===== config.mk =====
export PLATFORM = sky130hd
export DESIGN_NAME = div_controller
export DESIGN_NICKNAME = d
export VERILOG_FILES = /design/src/rtl/div_controller.sv
export SDC_FILE = /design/constraint.sdc
export NUM_CORES = 1
export LEC_CHECK = 0
export BUFFER_PORTS_ARGS = -buffer_cell sky130_fd_sc_hd__buf_2
export CAP_MARGIN = 20
export CORE_MARGIN = 5
export CORE_UTILIZATION = 49
export CTS_CLUSTER_SIZE = 20
export DETAILED_ROUTE_END_ITERATION = 10
export PLACE_DENSITY = 0.86
export SLEW_MARGIN = 10
export SYNTH_ARGS = -nofsm -noshare
export SYNTH_HDL_FRONTEND = slang
export SYNTH_SLANG_ARGS = --single-unit

===== constraint.sdc =====
create_clock -name clka -period 3.46 [get_ports clka]
set_clock_uncertainty 0.1 [all_clocks]
set_input_delay 0.346 -clock clka [delete_from_list [all_inputs] [get_ports clka]]
set_output_delay 0.346 -clock clka [all_outputs]
set_load 0.02 [all_outputs]

===== src/rtl/div_controller.sv =====
// -----------------------------------------------------------------------------
// div_controller
//
// Pipeline-side control for a multi-cycle integer divider (MIPS div/divu).
// When a divide reaches Execute, the operands are captured and the front of the
// pipeline is stalled while the divider works. The returned
// {remainder, quotient} pair is held in hi_out/lo_out. A one-cycle hilo_we
// strobe then commits it to HI/LO. An exception or flush (cancel) aborts the
// operation at any point, and the result is never written.
//
// Optional feature: define DIV_ZERO_BYPASS_EN to resolve a zero divisor
// locally (hi = dividend, lo = all ones) without ever starting the divider.
// With the macro undefined, a zero divisor goes to the divider like any other
// value.
// -----------------------------------------------------------------------------
module div_controller (
    input  logic        clka,
    input  logic        rst,
    input  logic        div_reqE,
    input  logic        signedE,
    input  logic [31:0] srcaE,
    input  logic [31:0] srcbE,
    input  logic        cancel,
    input  logic        div_ready,
    input  logic [63:0] div_result,
    output logic        div_start,
    output logic        div_annul,
    output logic        div_signed,
    output logic [31:0] div_opa,
    output logic [31:0] div_opb,
    output logic        stall_div,
    output logic        hilo_we,
    output logic [31:0] hi_out,
    output logic [31:0] lo_out
);

    typedef enum logic [1:0] {
        S_IDLE = 2'd0,   // waiting for a divide in Execute
        S_BUSY = 2'd1,   // divider running, pipeline frozen
        S_DONE = 2'd2    // result held, HI/LO write this cycle
    } state_t;

    state_t state;
    state_t state_next;

    // Load enables produced by the control logic and consumed by the
    // datapath registers below.
    logic load_ops;      // capture operands at the start of a divide
    logic load_res;      // capture divider result
    logic load_byp;      // capture locally resolved divide-by-zero result
    logic zero_divisor;  // request qualifies for the local zero bypass

    // Decide whether a zero divisor is resolved locally or sent to the divider.
`ifdef DIV_ZERO_BYPASS_EN
    assign zero_divisor = (srcbE == 32'd0);
`else
    assign zero_divisor = 1'b0;
`endif

    // State register.
    // NOTE: sequential state uses non-blocking (<=) so every flop samples
    // pre-edge values; combinational blocks use blocking (=) assignments.
    always_ff @(posedge clka or negedge rst) begin
        if (!rst) begin
            state <= S_IDLE;
        end else begin
            state <= state_next;
        end
    end

    // Next-state, handshake and stall decode.
    always_comb begin
        // NOTE: every output of this block gets a default first. A path that
        // leaves one unassigned would infer a latch.
        state_next = state;
        div_start  = 1'b0;
        div_annul  = 1'b0;
        stall_div  = 1'b0;
        hilo_we    = 1'b0;
        load_ops   = 1'b0;
        load_res   = 1'b0;
        load_byp   = 1'b0;

        case (state)
            S_IDLE: begin
                // div_ready is deliberately ignored here: a stale ready from
                // an aborted operation must not produce a write.
                if (div_reqE) begin
                    if (cancel) begin
                        // Flushed before it ever started: tell the divider to
                        // drop anything it may have seen, and stay idle.
                        div_annul = 1'b1;
                    end else if (zero_divisor) begin
                        stall_div  = 1'b1;
                        load_byp   = 1'b1;
                        state_next = S_DONE;
                    end else begin
                        stall_div  = 1'b1;
                        load_ops   = 1'b1;
                        state_next = S_BUSY;
                    end
                end
            end

            S_BUSY: begin
                if (cancel) begin
                    // Cancel wins even when div_ready arrives in this cycle;
                    // the result is discarded and the pipeline released.
                    div_annul  = 1'b1;
                    state_next = S_IDLE;
                end else begin
                    div_start = 1'b1;
                    stall_div = 1'b1;
                    if (div_ready) begin
                        load_res   = 1'b1;
                        state_next = S_DONE;
                    end
                end
            end

            S_DONE: begin
                // The divide instruction is still in Execute this cycle.
                // Ignore its div_reqE so it cannot restart; the pipeline
                // advances on this edge.
                hilo_we    = !cancel;
                state_next = S_IDLE;
            end

            default: begin
                state_next = S_IDLE;
            end
        endcase

        // While reset is asserted, the combinational outputs must read zero
        // too, even when div_reqE is high in the idle state.
        if (!rst) begin
            state_next = S_IDLE;
            div_start  = 1'b0;
            div_annul  = 1'b0;
            stall_div  = 1'b0;
            hilo_we    = 1'b0;
            load_ops   = 1'b0;
            load_res   = 1'b0;
            load_byp   = 1'b0;
        end
    end

    // Operand registers: loaded only when a divide is accepted. They stay
    // constant for the whole busy period, whatever forwarding does to
    // srcaE/srcbE.
    always_ff @(posedge clka or negedge rst) begin
        if (!rst) begin
            div_signed <= 1'b0;
            div_opa    <= 32'd0;
            div_opb    <= 32'd0;
        end else if (load_ops) begin
            div_signed <= signedE;
            div_opa    <= srcaE;
            div_opb    <= srcbE;
        end
    end

    // Result registers: hold the last captured value until the next capture.
    always_ff @(posedge clka or negedge rst) begin
        if (!rst) begin
            hi_out <= 32'd0;
            lo_out <= 32'd0;
        end else if (load_res) begin
            hi_out <= div_result[63:32];
            lo_out <= div_result[31:0];
        end else if (load_byp) begin
            hi_out <= srcaE;
            lo_out <= 32'hFFFF_FFFF;
        end
    end

endmodule

=== Word-level counts from Yosys, hierarchy flattened ===
Index checks and enable logic that the tools add are counted.

* Memories: 0
* ROM bits: 0
* Output and inout bits: 133
* Register bits: 131
* Latch bits: 0
* Input bits: 134
* RAM bits: 0

* Multiplexer cells: 26
* Multiply operators: 0
* Reduce and logical (&&, ||, !) cells: 3
* Bitwise logic cells: 0
* Eq/ne operators: 5
* Divide/modulo/power cells: 0
* Magnitude comparators: 0
* Add/subtract/negate cells: 0
* Shift operators: 0

{| class="wikitable"
|+ Operators by type and width
! kind !! count
|-
| two-way mux 32 bit || 2
|-
| two-way mux 1 bit || 16
|-
| two-way mux 2 bit || 5
|-
| inequality test 3 bit, second input constant || 2
|-
| inequality test 4 bit, second input constant || 1
|-
| one-hot mux 1 bit (2 select lines) || 2
|-
| one-hot mux 2 bit (2 select lines) || 1
|-
| AND reduction 3 bit || 1
|-
| equality test 2 x 1 -> 1 bit, second input constant || 1
|-
| equality test 2 bit, second input constant || 1
|-
| logical NOT 2 bit || 1
|-
| logical NOT 1 bit || 1
|}

=== Depth between registers and ports, before layout ===
Gate-level depths: netlist (run 1).

* Depth after elaboration: 5
* Gate-level depth with buffers: 5
* Gate-level depth less buffers: 3

=== Worst setup path after synthesis (run 1) ===
Ideal clock, no wire load.

* Kind: flip-flop to output port
* Start: reg state[1]
* End: out stall_div
* Stages on the path, launching flop included: 6
* Path buffers: 2
* Arrival: 1203 ps
* Path slack: 1811 ps
* Cells stage by stage: dfrtp_1 nor3b_2 nand3b_1 buf_4 buf_6 nand2b_1

* Word-level cells in the longest chain between the ends: 3

{| class="wikitable"
|+ Ends and longest elaborated chain
! what !! RTL line !! RTL
|-
| from (decl) || 43 || <nowiki>state_t state;</nowiki>
|-
| from (signal assigned) || 67 || <nowiki>state <= state_next;</nowiki>
|-
| equality test 2 x 1 -> 1 bit / logical NOT 2 bit (equally long branches) || 84 || <nowiki>case (state)</nowiki>
|-
| one-hot mux 1 bit (2 select lines) * || 84 ||
|-
| two-way mux 1 bit * || 136 || <nowiki>if (!rst) begin</nowiki>
|-
| to (decl) || 31 || <nowiki>output logic stall_div,</nowiki>
|}

Every way passes the cells marked *; elsewhere a longest branch is shown, timed or not.

=== Final worst setup path (run 1) ===
* Start: in rst
* End: out stall_div

* Word-level cells in the longest chain between the ends: 1

{| class="wikitable"
|+ Ends and longest elaborated chain
! what !! RTL line !! RTL
|-
| from (decl) || 18 || <nowiki>input logic rst,</nowiki>
|-
| two-way mux 1 bit || 136 ||
|}

Every way passes these cells.

==> flow_metrics.py, run 1 <==
metrics = {
    "status": {
        "outcome": "finished, final reports clean",
    },
    "die": {
        "rows": 37,
        "io_pins": 267,
        "initial_utilization_pct": 49.8,
        "core_area_mm2": 0.0102,
        "die_w_um": 112,
        "die_h_um": 112,
        "dieArea_mm2": 0.0125,
    },
    "flow_run": {
        "maxCapViolCount": 0,
    },
    "sta": {
        "slew_viol_final": 0,
        "fin_crit_ps": 2930,
        "tightestPinTransition_ps": 901,
        "fin_tns_setup_ps": 0,
        "max_freq_ghz": 0.341,
        "slew_headroom_pct": 39.7,
        "rsz0062_at_grt": "false",
        "setup_violations": 0,
        "post-route-period-util_pct": 84.8,
        "hold_viol_final": 0,
    },
    "place": {
        "port_buffers": 266,
        "place_hpwl_mm": 9.35,
        "gp_congestion": 0.818,
    },
    "cts": {
        "insertion_delay_ps": 510,
        "cts_buffers": 17,
        "postCtsResizedCells": 0,
        "ctsLongestPathBuffers": 2,
        "cts_tree": "built",
        "cts.sinks": 131,
        "clkTransAtPathRegs_ps": 60,
        "htree_levels": 4,
        "root_buffer": "clkbuf_8",
    },
    "hold_path": {
        "hp-class": "input pin to flip-flop",
        "hold_depth": 3,
        "min-delay-start": "cancel",
    },
    "synthesis": {
        "synthTopCellsByArea": "dfrtp_1, mux2_2, mux2_4",
        "synth-edff-count": 0,
        "yosys.cell_count.top_type": "dfrtp_1",
        "synth-xor-area-share_pct": 0,
        "synth_flop_cell": "dfrtp_1",
        "yosys.area.top_type": "dfrtp_1",
        "synth_cells": 287,
        "synth_top_family_by_area": "multiplexers",
        "syn_avg_cell_area_um2": 17.8,
        "synthDistinctLibCells": 18,
        "muxShareOfSynthArea_pct": 31.6,
        "synth_fa_ha_area_share_pct": 0,
        "syn_nets": 421,
        "yosys_warnings": 0,
        "synth_commonest_cells": "dfrtp_1, mux2_2, mux2_4",
        "syn_area_mm2": 0.00510,
        "yosysSeqAreaShare_pct": 64.3,
        "ys_ff_latch": 131,
        "synth_top_cell_area_share_pct": 64.3,
        "synth_compound_area_share_pct": 0,
        "ys_async_sr_fraction_pct": 100,
        "yosys.area_share.simple_pct": 1.30,
    },
    "worst_setup_path": {
        "timing.rr.start": "state[1]",
        "cp.required_ps": 3010,
        "cp_max_fo": 16,
        "reg2regPathDepth": 4,
        "cp-end-kind": "output pin",
        "critPathKind": "input pin to output pin",
        "startpoint": "rst",
        "worst-endpoint-arrival_ps": 2490,
        "startpoint_type": "input pin",
    },
    "detailed_routing": {
        "vias": 4052,
        "wl_mm": 16.5,
        "dr.pass1.iters": 4,
        "ant_nets": 0,
        "remaining_drc_errors": 0,
        "via_per_inst": 4.80,
        "wire_per_inst_um": 19.6,
        "drtIter0Drc": 164,
    },
    "global_routing": {
        "antenna_found_initial": 2,
        "grt_usage_pct": 27.0,
        "grt_pass1_wl_mm": 26.2,
        "grt_start_max_net_pins": 69,
        "grt_pass1_vias": 4772,
        "gr-total-overflow": 0,
    },
    "layout": {
        "multiInputGateArea_mm2": 0.00169,
        "nNetsFinal": 827,
        "final_util_pct": 82.1,
        "seq_area_mm2": 0.00328,
        "drive_above_1_share_pct": 60.1,
        "nFillCells": 489,
        "syn2layout_area_growth_pct": 64.9,
    },
    "power": {
        "clockPowerShare_pct": 33.0,
        "ir_drop_v": 0.000347,
        "internal_power_mw": 3.54,
        "p_per_area_mw_per_mm2": 613,
        "netSwitchingPower_mw": 1.61,
        "pwr-share-seq_pct": 39.5,
        "sw_frac_of_total_pct": 31.2,
        "combPwrFrac_pct": 27.5,
        "p_leak_nw": 4.40,
    },
}
repair_timing:
action                                  4_1_cts  5_1_grt
hold buffers                                130        0
endpoints found under the setup margin        0        0
hold endpoints to repair                    194        0
buffers inserted                              0        0
flip-flops by register name, summed over array words and instances, names as in the netlist:
| signal | count |
|---|---|
| div_opb | 32 |
| hi_out | 32 |
| state | 2 |
| lo_out | 32 |
| div_signed | 1 |
| div_opa | 32 |
worst max-delay path, stage by stage:
cell and delay, ps:
dlygate4sd3_1 530, buf_4 130, nor3b_2 340, nand3b_1 690
nand2b_1 260, buf_2 190
routing by layer:
layer,part of all wire (%),vias to the layer above,global-route usage (%)
met3,7.1,34,7.88
met1,36,2003,29.5
met4,2.5,0,10.2
li1,-,1818,-
met2,54,197,49.4
met5,0,-,0
power by group through the flow:
stage / clock network, mW / logic (mW) / registers [mW]
floorplan: 0 / 0.352 / 2.42
global placement: 0 / 1.24 / 2.01
detailed placement: 0 / 1.28 / 2.03
CTS: 1.72 / 1.40 / 2.01
global route: 1.80 / 1.50 / 2.07
finish: 1.70 / 1.42 / 2.03
area by class of cell:
cell class	count	share of cell area (%)
Inverter	2	0.0893
Multi-Input combinational cell	140	20.1
Clock inverter	13	1.61
Antenna cell	2	0.0596
Sequential cell	131	39.0
Clock buffer	19	5.14
Tap cell	136	2.02
Timing Repair Buffer	401	31.9
stage by stage:
stage | worst slack [ps] | hold slack [ps] | cells | power [mW] | area, um^2
floorplan | 1810 | -49.6 | 287 | 2.77 | 5100
detailed placement | 949 | 375 | 680 | 3.31 | 6530
CTS | 574 | 80.8 | 842 | 5.13 | 8400
global placement | 1020 | 369 | 680 | 3.26 | 6530
global route | 354 | 122 | 844 | 5.36 | 8400
finish | 527 | 119 | 844 | 5.15 | 8400
cell usage in the layout (no fill, tap or decap), drive strengths merged:
cell         count
diode            2
clkbuf          19
bufinv           2
nand3b           1
dlygate4sd3    130
buf            271
inv              3
mux2i            1
nor3             1
mux2           129
nor3b            1
nor2             1
nand3            1
nor4bb           1
clkinvlp         5
nand2b           1
clkinv           5
and2             2
dfrtp          131
nand2            1
final timing paths:
check	end	slack (ps)
setup / recovery	stall_div	530
hold / removal	state[0]	120
setup reg to reg	div_opa[17]	960
hold reg to reg	hi_out[25]	390
max in group asynchronous	hi_out[4]	1440
min in group asynchronous	hi_out[13]	520
logic make-up after synthesis:
logic type,count (synthesis)
buf+inv,16
flops,131
mux,130
simple gates,10
(Power assumes the default switching activity.)
==> run 2: changes to the inputs <==
Settings changed: CORE_UTILIZATION 49 to 45, PLACE_DENSITY 0.86 to 0.8.
Clock period 3.46 ns to 2.83 ns, I/O delays scaled along.
==> flow_metrics.py, run 2 (same netlist as run 1, synthesis figures left out) <==
metrics = {
    "worst_setup_path": {
        "cp_max_fo": 66,
        "crit_path_frequent_cell": "buf_4",
        "critPathKind": "input pin to output pin",
        "cp_top_family": "buffers and inverters",
        "cp.required_ps": 2450,
        "startpoint": "rst",
        "cpPeakStageDelay_ps": 620,
        "cp-end-kind": "output pin",
        "path_cells": "dlygate4sd3_1, buf_4, nor3b_2, nand3b_1, buf_4, nand2b_1, buf_2",
        "worst-endpoint-arrival_ps": 2180,
        "critical_path_buf_inv_count": 4,
        "cp_slowest_cell": "buf_4",
        "startpoint_type": "input pin",
        "timing.rr.start": "state[1]",
        "r2r_slack_ps": 770,
    },
    "cts": {
        "insertion_delay_ps": 400,
        "root_buffer": "clkbuf_16",
        "cts_tree": "built",
        "cts_buffers": 17,
        "ctsLongestPathBuffers": 2,
        "clkTransAtPathRegs_ps": 50,
        "htree_levels": 4,
        "postCtsResizedCells": 0,
        "cts.sinks": 131,
    },
    "hold_path": {
        "min-delay-start": "srcaE[20]",
        "hp-class": "input pin to flip-flop",
    },
    "die": {
        "core_area_mm2": 0.0110,
        "io_pins": 267,
        "rows": 38,
        "die_h_um": 116,
        "dieArea_mm2": 0.0136,
        "die_w_um": 116,
        "initial_utilization_pct": 46.4,
    },
    "sta": {
        "post-route-period-util_pct": 90.4,
        "fin_tns_setup_ps": 0,
        "fin_crit_ps": 2560,
        "slew_viol_final": 0,
        "max_freq_ghz": 0.391,
        "tightestPinTransition_ps": 941,
        "slew_headroom_pct": 37.2,
        "setup_violations": 0,
        "hold_viol_final": 0,
        "rsz0062_at_grt": "false",
    },
    "layout": {
        "final_common_cell": "buf_2",
        "drive_above_1_share_pct": 62.4,
        "final_cell_mix": "buf_2, dfrtp_1, dlygate4sd3_1",
        "nNetsFinal": 797,
        "syn2layout_area_growth_pct": 60.7,
        "antennaDiodeCount": 0,
    },
    "power": {
        "power_mw": 6.58,
        "ir_drop_v": 0.000507,
        "p_leak_nw": 4.33,
        "p_per_area_mw_per_mm2": 804,
    },
    "global_routing": {
        "gr-total-overflow": 0,
        "antenna_found_initial": 0,
        "grt_usage_pct": 24.0,
        "grt_start_max_net_pins": 77,
        "grt_pass1_vias": 4569,
        "grt_pass1_wl_mm": 24.4,
    },
    "detailed_routing": {
        "remaining_drc_errors": 0,
        "ant_nets": 0,
        "via_per_inst": 4.82,
        "wire_per_inst_um": 19.3,
        "vias": 3934,
        "dr.pass1.iters": 4,
        "drtIter0Drc": 168,
        "wl_mm": 15.7,
    },
    "status": {
        "outcome": "finished, final reports clean",
    },
    "place": {
        "port_buffers": 266,
        "gp_congestion": 0.764,
        "place_hpwl_mm": 9.49,
    },
    "flow_run": {
        "maxCapViolCount": 0,
    },
}
run 2: changes by cell type in the layout (fill, tap and decap cells not counted):
cell           previous run  this run
bufinv_16                 2         5
inv_6                     1         0
clkbuf_1                  1         2
dlygate4sd3_1           130       101
buf_4                     5         4
diode_2                   2         0
clkbuf_16                16        17
clkinvlp_4                5         1
clkinv_4                  1         0
clkbuf_8                  2         3
run 2: stage by stage:
step / hold WS [ps] / instances / utilization (%) / worst slack (ps) / instance area [um^2]
final: 16.1 / 816 / 74.6 / 271 / 8190
after global routing: 2.00 / 816 / 74.6 / 117 / 8190
after CTS: 0.0522 / 816 / 74.6 / 217 / 8190
after detailed placement: 376 / 683 / 59.4 / 739 / 6530
after global placement: 355 / 683 / 59.4 / 808 / 6530
after floorplan: -113 / 287 / - / 1240 / 5100
run 2: cell type report:
type / count / area (um^2)
tap: 140 / 175
inverter: 2 / 7.51
multi-input combinational: 140 / 1690
fill: 646 / 2790
clock buffer: 22 / 474
timing repair buffer: 371 / 2390
sequential: 131 / 3280
clock inverter: 10 / 178
run 2: power breakdown:
group	total [mW]	internal, mW	switching, mW	leakage, nW
clock network	2.41	1.63	0.784	0.320
registers	2.49	2.26	0.225	1.62
logic	1.69	0.767	0.918	2.39
run 2: final timing paths:
kind / to / cells after the start
worst max-delay path: stall_div / 7
worst min-delay path: div_opa[20] / 2
worst max register to register: hi_out[28] / 4
worst min register to register: hi_out[25] / 1
max in group asynchronous: hi_out[20] / 4
min in group asynchronous: hi_out[25] / 3
run 2: repair_timing:
item                                   in CTS  in global routing
hold buffers                              101                  0
setup buffers                               0                  0
endpoints found under the hold margin     155                  0
run 2: routing by layer:
metal | GRT usage, % | wire, um | up-vias | part of all wire, %
li1 | - | - | 1762 | -
met1 | 25.5 | 5560 | 1932 | 35
met2 | 43.1 | 8270 | 205 | 53
met3 | 8.08 | 1460 | 35 | 9.3
met4 | 10.8 | 443 | 0 | 2.8
met5 | 0 | 0 | - | 0
run 2: worst reg2reg max path, delay by kind of cell, from the launching register on:
family	cells	cell delay (ps)
flops	1	410
simple gates	2	710
buf+inv	1	340
mux	1	380
==> run 3: changes to the inputs <==
Settings changed: CORE_UTILIZATION 45 to 28, PLACE_DENSITY 0.8 to not set, RECOVER_POWER set to 50.
==> flow_metrics.py, run 3 (same netlist as run 1, synthesis figures left out) <==
metrics = {
    "cts": {
        "clkTransAtPathRegs_ps": 50,
        "root_buffer": "clkbuf_16",
        "cts_buffers": 17,
        "cts_tree": "built",
        "postCtsResizedCells": 0,
        "hold_buffers": 83,
        "htree_levels": 4,
        "postCtsSetupBuffers": 0,
        "cts.sinks": 131,
        "ctsLongestPathBuffers": 2,
        "insertion_delay_ps": 400,
    },
    "place": {
        "dp_slack_ps": 890,
        "gp_congestion": 0.712,
        "port_buffers": 266,
        "place_hpwl_mm": 9.74,
    },
    "worst_setup_path": {
        "startpoint_type": "input pin",
        "cp_top_family": "buffers and inverters",
        "cp_slowest_cell": "dlygate4sd3_1",
        "cp-end-kind": "output pin",
        "r2r_slack_ps": 1090,
        "critPathKind": "input pin to output pin",
        "timing.rr.start": "state[1]",
        "worst-endpoint-arrival_ps": 2110,
        "cpPeakStageDelay_ps": 550,
        "cp.required_ps": 2450,
        "cp_max_fo": 66,
        "reg2regPathDepth": 4,
        "critical_path_buf_inv_count": 4,
        "r2r-end": "hi_out[23]",
        "path_cells": "dlygate4sd3_1, buf_6, nor3b_2, nand3b_1, buf_12, nand2b_1, buf_2",
    },
    "layout": {
        "final_util_pct": 44.4,
        "final_cell_mix": "buf_2, clkbuf_1, dfrtp_1",
        "nNetsFinal": 784,
        "syn2layout_area_growth_pct": 56.6,
        "final_common_cell": "buf_2",
        "drive_above_1_share_pct": 44.0,
    },
    "detailed_routing": {
        "dr.pass1.iters": 4,
        "wl_met2_mm": 7.02,
        "drtIter0Drc": 90,
        "highest_layer": "met5",
        "wire_per_inst_um": 15.5,
        "vias": 3701,
        "remaining_drc_errors": 0,
        "via_per_inst": 4.14,
        "met3_length_mm": 1.03,
        "wl_mm": 13.8,
        "wl_met1_mm": 5.46,
        "ant_nets": 0,
    },
    "die": {
        "die_w_um": 145,
        "dieArea_mm2": 0.0210,
        "rows": 49,
        "core_area_mm2": 0.0180,
        "initial_utilization_pct": 28.4,
        "io_pins": 267,
        "die_h_um": 145,
    },
    "sta": {
        "tightestPinTransition_ps": 1110,
        "fin_ws_ps": 337,
        "post-route-period-util_pct": 88.1,
        "slew_headroom_pct": 25.7,
        "fin_crit_ps": 2490,
        "hold_viol_final": 0,
        "rsz0062_at_grt": "false",
        "fin_tns_setup_ps": 0,
        "slew_viol_final": 0,
        "whs_ps": 19.3,
        "setup_violations": 0,
        "max_freq_ghz": 0.401,
    },
    "hold_path": {
        "min-delay-start": "srcbE[31]",
        "hold_depth": 2,
        "holdPathEnd": "div_opb[31]",
        "hp-class": "input pin to flip-flop",
    },
    "status": {
        "outcome": "finished, final reports clean",
    },
    "global_routing": {
        "gr-total-overflow": 0,
        "grt_start_max_net_pins": 72,
        "antenna_found_initial": 2,
        "grt_usage_pct": 13.3,
        "grt_pass1_wl_mm": 22.6,
        "grt_pass1_vias": 4257,
    },
    "flow_run": {
        "maxCapViolCount": 0,
    },
    "power": {
        "power_mw": 6.22,
        "p_leak_nw": 3.84,
        "p_per_area_mw_per_mm2": 779,
        "ir_drop_v": 0.000377,
    },
}
[run 3: changes by cell type in the layout (fill, tap and decap cells not counted), moves of 2 or more]
cell,change
buf_4,-3
clkinvlp_4,+2
clkbuf_1,+130
buf_2,-129
dlygate4sd3_1,-13
bufinv_16,-2
[run 3: stage by stage]
stage               cells  cell area, um^2
floorplan             287             5100
global placement      772             6660
detailed placement    772             6660
CTS                   887             8090
global route          893             7980
finish                893             7980
[run 3: worst max path at each step]
| stage | from | endpoint | slack, ps | depth (start not counted) |
|---|---|---|---|---|
| global placement | rst | stall_div | 950 | 6 |
| detailed placement | rst | stall_div | 890 | 6 |
| CTS | rst | stall_div | 320 | 7 |
| floorplan | state[1] | stall_div | 1240 | 5 |
| global route | rst | stall_div | 200 | 7 |
| finish | rst | stall_div | 340 | 7 |
[run 3: layer usage]
metal	track usage, %	up-vias
met3	5.14	22
li1	-	1737
met1	15.2	1771
met2	22.0	169
met4	5.60	2
met5	0	-
[run 3: layout make-up]
| type | instances | area [um^2] |
|---|---|---|
| multi-input cells | 140 | 1690 |
| inverters | 2 | 7.51 |
| diodes | 1 | 2.50 |
| clock buffers | 23 | 478 |
| clock inverters | 9 | 128 |
| well taps | 229 | 287 |
| flip-flops and latches | 131 | 3280 |
| fillers | 1687 | 9980 |
| repair buffers | 358 | 2110 |
[run 3: where the power goes]
| group | leakage [nW] | internal [mW] | switching (mW) |
|---|---|---|---|
| Clock | 0.289 | 1.45 | 0.773 |
| Combinational | 1.93 | 0.646 | 0.875 |
| Sequential | 1.62 | 2.26 | 0.214 |
| Total | 3.84 | 4.36 | 1.86 |
[run 3: worst reg2reg max path: cells and delay by family, from the launching register on]
family	cells	cell delay [ps]
simple gates	2	440
buf+inv	1	210
mux	1	480
flops	1	390
